===== src/rtl/ctr_pkg.sv =====
// Shared defaults and legal-range limits for the modulo-N counter family.
package ctr_pkg;

  localparam int WIDTH_DEF   = 4;
  localparam int MODULUS_DEF = 10;
  localparam int PRESC_DEF   = 1;

  localparam int WIDTH_MIN   = 1;
  localparam int WIDTH_MAX   = 16;
  localparam int MODULUS_MIN = 2;
  localparam int PRESC_MIN   = 1;

  // True when a WIDTH/MODULUS/PRESC combination can be built.
  function automatic bit params_ok(input int w, input int m, input int p);
    return (w >= WIDTH_MIN) && (w <= WIDTH_MAX) &&
           (m >= MODULUS_MIN) && (m <= (1 << w)) &&
           (p >= PRESC_MIN);
  endfunction

endpackage


===== src/rtl/ctr_mod_n_ce_prescaler.sv =====
// Clock-enable prescaler: TICK marks the last of every PRESC qualified cycles.
module ce_prescaler
  import ctr_pkg::*;
#(
  parameter int PRESC = PRESC_DEF
) (
  input  logic C1K,
  input  logic RST,
  input  logic CE,
  input  logic CLR,
  output logic TICK
);

  localparam int CW = (PRESC > 1) ? $clog2(PRESC) : 1;
  localparam logic [CW-1:0] LAST = CW'(PRESC - 1);

  if (PRESC < PRESC_MIN) begin : g_bad_presc
    $error("ce_prescaler: PRESC must be >= %0d", PRESC_MIN);
  end

  logic [CW-1:0] cnt;

  // With PRESC=1 the count sits at 0 == LAST, so TICK stays high.
  assign TICK = (cnt == LAST);

  // Phase counter: advances only on qualified cycles, CLR restarts the period.
  always_ff @(posedge C1K or negedge RST) begin
    if (!RST) begin
      cnt <= '0;
    end else if (CLR) begin
      cnt <= '0;
    end else if (CE) begin
      cnt <= (cnt == LAST) ? '0 : cnt + CW'(1);
    end
  end

endmodule


===== src/rtl/ctr_mod_n.sv =====
// Modulo-N up/down counter with load clamp, saturate/wrap mode, prescaled
// enable, cascade carry and sticky limit flag.
module ctr_mod_n
  import ctr_pkg::*;
#(
  parameter int WIDTH   = WIDTH_DEF,
  parameter int MODULUS = MODULUS_DEF,
  parameter int PRESC   = PRESC_DEF
) (
  input  logic             C1K,
  input  logic             RST,
  input  logic             CE,
  input  logic             UP,
  input  logic             SAT,
  input  logic             LOAD,
  input  logic [WIDTH-1:0] LDVAL,
  output logic [WIDTH-1:0] VAL,
  output logic             TC,
  output logic             CO,
  output logic             OVF
);

  if (!params_ok(WIDTH, MODULUS, PRESC)) begin : g_bad_param
    $error("ctr_mod_n: illegal WIDTH=%0d MODULUS=%0d PRESC=%0d", WIDTH, MODULUS, PRESC);
  end

  localparam logic [WIDTH-1:0] VMAX    = WIDTH'(MODULUS - 1);
  // One extra bit so MODULUS == 2**WIDTH is representable for the clamp compare.
  localparam logic [WIDTH:0]   MOD_EXT = (WIDTH + 1)'(MODULUS);

  logic tick;
  logic step;

  ce_prescaler #(.PRESC(PRESC)) u_presc (
    .C1K  (C1K),
    .RST  (RST),
    .CE   (CE),
    .CLR  (LOAD),
    .TICK (tick)
  );

  assign step = CE & tick;

  // Terminal count follows the live direction input, no pipelining.
  assign TC = UP ? (VAL == VMAX) : (VAL == '0);
  assign CO = TC & step & ~SAT;

  // Count register and sticky flag: load beats step, step beats hold.
  always_ff @(posedge C1K or negedge RST) begin
    if (!RST) begin
      VAL <= '0;
      OVF <= 1'b0;
    end else if (LOAD) begin
      VAL <= ({1'b0, LDVAL} >= MOD_EXT) ? VMAX : LDVAL;
      OVF <= 1'b0;
    end else if (step) begin
      if (TC) begin
        if (SAT) begin
          OVF <= 1'b1;
        end else begin
          VAL <= UP ? '0 : VMAX;
        end
      end else begin
        VAL <= UP ? VAL + WIDTH'(1) : VAL - WIDTH'(1);
      end
    end
  end

endmodule


===== config.mk =====
export PLATFORM = sky130hd
export DESIGN_NAME = ctr_mod_n
export DESIGN_NICKNAME = d
export VERILOG_FILES = /design/src/rtl/ctr_pkg.sv /design/src/rtl/ctr_mod_n_ce_prescaler.sv /design/src/rtl/ctr_mod_n.sv
export SDC_FILE = /design/constraint.sdc
export NUM_CORES = 1
export LEC_CHECK = 0
export CAP_MARGIN = 20
export CORE_MARGIN = 3
export CORE_UTILIZATION = 30
export DETAILED_ROUTE_END_ITERATION = 8
export PLACE_DENSITY = 0.69
export SLEW_MARGIN = 25
export SYNTH_ARGS = -nofsm -noshare
export SYNTH_HDL_FRONTEND = slang
export SYNTH_HIERARCHICAL = 1
export SYNTH_SLANG_ARGS = --single-unit

===== constraint.sdc =====
create_clock -name C1K -period 2 [get_ports C1K]
set_clock_uncertainty 0.2 [all_clocks]
set_input_delay 0.3 -clock C1K [delete_from_list [all_inputs] [get_ports C1K]]
set_output_delay 0.3 -clock C1K [all_outputs]
set_load 0.02 [all_outputs]

==> impl_metrics.csv, run 1 <==
group,metric,value,unit
logic_synthesis,synth_top_family_by_area,"simple AND/OR/NAND/NOR gates",
global_routing,grt_antenna_before_repair,0,
logic_synthesis,syn_inst,49,
power,p_sw_share,37.29,%
final_layout,antenna-diode-count,0,
power,seqPwrFrac,21.2,%
power,internal-power,468.2,uW
cts,clock_latency,0.24,ns
cts,hold_buffers,0,
global_routing,grt_use_met2,20.06,%
worst_setup_path,crit_end,"CO",
status,violations,"negative setup slack",
global_routing,gr-usage-met3,2.372,%
logic_synthesis,yosysWarnings,6,
timing,period_minus_slack,2.138,ns
power,p_clk_share,15.4,%
worst_setup_path,crit_path_max_fanout,2,
logic_synthesis,syn-num-nets,62,
global_routing,grt_pass1_vias,502,
logic_synthesis,syn_area_per_cell,9.576,um^2
logic_synthesis,yosys-top-cells-area,"dfrtp_1, ha_1, mux2_2",
power,combPwrFrac,63.4,%
routing,drtAntennaViolNets,0,
logic_synthesis,muxShareOfSynthArea,6.933,%
routing,wirelength,1172,um
final_layout,layout_common_cells,"buf_4, clkdlybuf4s50_1, nand2_1",
worst_setup_path,startpoint_type,"register",
timing,rsz0062_at_grt,"yes",
worst_setup_path,rr_worst_depth,6,
place,placed_area,759.5,um^2
final_layout,fill_cells,125,
worst_setup_path,max_stage_delay,0.41,ns
cts,cts_buffers,3,
place,pre_cts_ws,-0.6672,ns
routing,drt-wirelength-per-cell,11.96,um
die,rows,13,
worst_setup_path,cpMaxStageDelayCell,"dfrtp_2",
logic_synthesis,synth-simple-area-share,24.53,%
timing,maxSlewViolCount,0,
worst_setup_path,critPathBufInv,1,
global_routing,grt.total_usage,14.17,%
routing,firstDrtPassIters,3,
die,die_height,45.55,um
cts,ctsHtreeMaxLevel,1,
logic_synthesis,yosysTopAreaCell,"dfrtp_1",
timing,fmax,467.7,MHz
timing,hold_ws,0.07596,ns
place,numPortBuffers,16,
logic_synthesis,ys_seq_area_share,26.67,%
timing,final_hold_viol_count,0,
die,die_w,45.55,um
worst_setup_path,worstSetupPathType,"reg2out",
global_routing,overflow,0,
worst_setup_path,crit_cells,4,
place,hpwl,956.2,um
worst_setup_path,cp_data_required_time,1.50,ns
global_routing,grt_util_met1,20.38,%
job,cap_viol_max_count,0,
logic_synthesis,ys_ff_latch,5,
routing,vias,489,
timing,setup_violations,4,
die,initial_utilization,33.94,%
final_layout,fin_nets,97,
worst_setup_path,r2r-end,"VAL[1]",
worst_setup_path,crit_family,"simple AND/OR/NAND/NOR gates",
final_layout,postLayoutCellArea,822.0,um^2
logic_synthesis,synth_fa_ha_area_share,9.600,%
logic_synthesis,synth-xor-area-share,3.733,%
logic_synthesis,synth-compound-area-share,21.87,%
logic_synthesis,synth_top_area_share,26.67,%
place,place.gp.congestion,0.7473,
global_routing,grt_pass1_wl,2090,um
worst_setup_path,ff2ff_setup_slack,-0.03,ns
status,status,"finished, violations left",
die,core_area,1383,um^2
logic_synthesis,synth_cell_type_count,35,
power,max-vdd-ir-drop,0.4817,mV
cts,cts-root-buf,"clkbuf_4",
logic_synthesis,synth_area,469.2,um^2
worst_setup_path,cp_data_arrival_time,1.64,ns
worst_setup_path,reg2reg_from,"VAL[0]",
power,leakagePower,0.3477,nW
global_routing,top_usage_layer,"met1",
global_routing,grt_max_degree,10,
worst_setup_path,startpoint,"VAL[0]",
routing,viasPerCell,4.990,
cts,path_clk_slew,0.04,ns
final_layout,layout-drive-gt1-share,42.17,%
power,p_switching,278.4,uW
routing,drtIter0Drc,3,
final_layout,layout_commonest_cell,"buf_4",
timing,worst_slack,-0.1380,ns
routing,drcViolationCount,0,
die,die_area,2074,um^2
timing,fin_crit_sh,106.9,%
cts,cts.sinks,5,
power,power_density,908.2,nW/um^2
final_layout,syn2layout_area_growth,75.20,%
min_path,hp-class,"in2async",
worst_setup_path,worst_setup_path_end_kind,"output pin",
cts,clockBufferDepth,2,
die,ios,17,
cts,cts_tree,"built",
worst_setup_path,crit_chain,"or3_4 > a211oi_4 > nor3b_2 > buf_4",
[cell usage after synthesis]
library cell / instances
o21a_1: 1
buf_2: 1
o21ai_1: 1
o21ai_0: 2
buf_6: 1
a41oi_1: 1
xor2_1: 1
a21oi_2: 1
o211ai_1: 1
nand3_1: 2
or3_4: 1
fa_1: 1
ha_1: 2
a211oi_4: 1
nand3b_1: 2
nor4_1: 1
or4_1: 1
a21boi_0: 1
nand2_1: 4
nor2_4: 1
nor3b_1: 1
nor2_1: 1
inv_1: 1
a21oi_1: 2
nand4b_1: 1
xnor2_1: 1
mux2i_1: 1
mux2_2: 2
conb_1: 1
nand2b_1: 2
buf_4: 1
o2bb2ai_1: 1
o32ai_1: 1
dfrtp_1: 5
or2_2: 1
[timing repair]
item / 4_1_cts / 5_1_grt
pin swaps: 4 / 3
buffers inserted: 2 / 0
setup endpoints to repair: 6 / 5
gates cloned: 0 / 0
resized for setup: 15 / 3
[metal layers]
metal / wire [um] / vias up / share of wire, %
met5: 0 / - / 0
met4: 0 / 0 / 0
met3: 35 / 0 / 3.0
met2: 551 / 12 / 47
met1: 585 / 231 / 50
li1: - / 246 / -
[area by class of cell]
class | instances | area, um^2 | share of cell area (%)
Inverter | 1 | 3.754 | 0.4566
Timing Repair Buffer | 33 | 292.8 | 35.62
Multi-Input combinational cell | 40 | 352.8 | 42.92
Clock buffer | 4 | 26.28 | 3.196
Sequential cell | 5 | 127.6 | 15.53
Tap cell | 15 | 18.77 | 2.283
[stage by stage]
step	instances	TNS (ns)	power, mW	util [%]
final	98	-0.2443	0.7466	59.46
after global routing	98	-0.4825	0.8053	59.46
after CTS	99	-0.3456	0.7435	58.82
after detailed placement	93	-2.890	0.6025	54.93
after global placement	93	-2.745	0.5980	54.93
after floorplan	49	-0.9371	0.3922	-
[how the worst min path moves through the flow]
stage | start | slack, ns | to
floorplan | RST | -0.20 | OVF
global placement | OVF | 0.29 | OVF
detailed placement | OVF | 0.30 | OVF
CTS | RST | 0.08 | VAL[1]
global route | RST | 0.09 | VAL[1]
finish | RST | 0.08 | VAL[1]
[registers in the layout (all words and copies together) (netlist names)]
name  count
VAL       4
OVF       1
[cell families after synthesis]
family | count (synthesis)
multiplexers | 3
flip-flops | 5
adder cells (fa/ha/maj) | 3
AND/OR/NAND/NOR | 18
XOR/XNOR | 2
buffers and inverters | 4
AO/OA/AOI/OAI | 13
other | 1
[power groups by stage]
stage	sequential (mW)	combinational [mW]	clock (mW)
floorplan	0.203	0.189	0
global placement	0.159	0.439	0
detailed placement	0.159	0.443	0
CTS	0.158	0.468	0.117
global route	0.161	0.520	0.124
finish	0.158	0.473	0.115
(Power assumes the default switching activity.)
==> inputs of run 2 (changes only) <==
--- a/config.mk
+++ b/config.mk
@@ -8,6 +8,7 @@
 export CAP_MARGIN = 20
 export CORE_MARGIN = 3
 export CORE_UTILIZATION = 30
+export CTS_BUF_LIST = sky130_fd_sc_hd__clkbuf_2
 export DETAILED_ROUTE_END_ITERATION = 8
 export PLACE_DENSITY = 0.69
 export SLEW_MARGIN = 25
==> impl_metrics.csv, run 2 (synthesized netlist as in run 1, its figures left out) <==
group,metric,value,unit
cts,cts-root-buf,"clkbuf_2",
routing,drt-wirelength-per-cell,11.88,um
worst_setup_path,cpMaxStageDelayCell,"dfrtp_2",
final_layout,finalCoreUtilization,59.28,%
global_routing,grt.total_usage,14.33,%
timing,maxSlewViolCount,0,
cts,cts_tree,"built",
global_routing,grt_max_degree,10,
power,power_density,884.6,nW/um^2
final_layout,layout_commonest_cell,"buf_4",
cts,path_clk_slew,0.06,ns
final_layout,antenna-diode-count,0,
final_layout,top_register,"VAL",
die,rows,13,
worst_setup_path,startpoint_type,"register",
die,die_height,45.55,um
place,place.gp.congestion,0.7473,
global_routing,overflow,0,
status,status,"finished, violations left",
worst_setup_path,cp_data_arrival_time,1.59,ns
global_routing,grt_antenna_before_repair,0,
place,pre_cts_ws,-0.6672,ns
final_layout,layout_common_cells,"buf_4, clkdlybuf4s50_1, nand2_1, clkbuf_2, dfrtp_1",
die,ios,17,
worst_setup_path,worstSetupPathType,"reg2out",
routing,drtIter0Drc,4,
worst_setup_path,crit_chain,"or3_4 > a211oi_4 > nor3b_2 > buf_4",
worst_setup_path,max_stage_delay,0.41,ns
global_routing,grt_pass1_vias,501,
power,leakagePower,0.3502,nW
routing,viasPerCell,4.939,
place,hpwl,956.2,um
die,die_w,45.55,um
timing,final_hold_viol_count,0,
global_routing,grt_pass1_wl,2118,um
cts,clockBufferDepth,2,
cts,ctsHtreeMaxLevel,1,
power,fin_total_pwr,725.0,uW
cts,cts_buffers,3,
final_layout,layout-drive-gt1-share,42.86,%
timing,worst_slack,-0.09194,ns
min_path,hp-class,"in2async",
final_layout,largest_reg_flops,4,
worst_setup_path,critPathBufInv,1,
job,cap_viol_max_count,0,
timing,rsz0062_at_grt,"yes",
cts,cts.sinks,5,
routing,wirelength,1176,um
final_layout,top_regs,"VAL: 4 flops, OVF: 1 flops",
timing,fmax,478.0,MHz
worst_setup_path,crit_family,"simple AND/OR/NAND/NOR gates",
cts,clock_latency,0.22,ns
die,die_area,2074,um^2
power,max-vdd-ir-drop,0.4883,mV
die,initial_utilization,33.94,%
timing,hold_ws,0.09510,ns
timing,period_minus_slack,2.092,ns
worst_setup_path,cp_data_required_time,1.50,ns
cts,hold_buffers,0,
die,core_area,1383,um^2
timing,fin_crit_sh,104.6,%
worst_setup_path,crit_path_max_fanout,2,
worst_setup_path,worst_setup_path_end_kind,"output pin",
final_layout,syn2layout_area_growth,74.67,%
routing,vias,489,
routing,firstDrtPassIters,3,
place,numPortBuffers,16,
status,violations,"negative setup slack",
routing,drcViolationCount,0,
final_layout,fin_nets,98,
routing,drtAntennaViolNets,0,
timing,setup_violations,4,
[run 2: final timing paths]
path	cells past startpoint	slack (ns)	endpoint	start
worst max-delay path	4	-0.09	CO	VAL[0]
worst min-delay path	1	0.1	VAL[1]	RST
worst max register to register	6	-0.03	VAL[1]	VAL[0]
worst min register to register	2	0.32	OVF	OVF
max in group asynchronous	1	1.30	VAL[0]	RST
min in group C1K	2	0.32	OVF	OVF
[run 2: per-stage QoR]
stage | instances | area, um^2 | TNS, ns
final | 99 | 819.5 | -0.1966
after global routing | 99 | 819.5 | -0.4434
after CTS | 99 | 823.3 | -0.3271
after detailed placement | 93 | 759.5 | -2.890
after global placement | 93 | 759.5 | -2.745
after floorplan | 49 | 484.2 | -0.9371
[run 2: cell type report]
| class | count | area [um^2] |
|---|---|---|
| clock buffer | 4 | 20.02 |
| timing repair buffer | 34 | 296.5 |
| inverter | 1 | 3.754 |
| multi-input combinational | 40 | 352.8 |
| fill | 124 | 563.0 |
| tap | 15 | 18.77 |
| sequential | 5 | 127.6 |
[run 2: power by group]
part | internal (mW) | leakage [nW] | switching [mW]
Combinational | 0.268 | 0.273 | 0.202
Sequential | 0.128 | 0.0601 | 0.0327
Clock | 0.0529 | 0.0166 | 0.0407
Total | 0.449 | 0.350 | 0.276
[run 2: timing repair]
item | CTS | global route
buffers inserted | 2 | 1
gates resized for setup | 17 | 0
setup endpoints to repair | 6 | 5
hold endpoints to repair | 0 | 0
pin swaps | 5 | 2
[run 2: per-layer routing]
layer  share of wire [%]  up-vias  global-route usage [%]
li1                    -      249                       -
met1                  51      228                   20.86
met2                  46       12                   20.06
met3                 3.2        0                   2.372
met4                   0        0                   7.018
met5                   0        -                       0
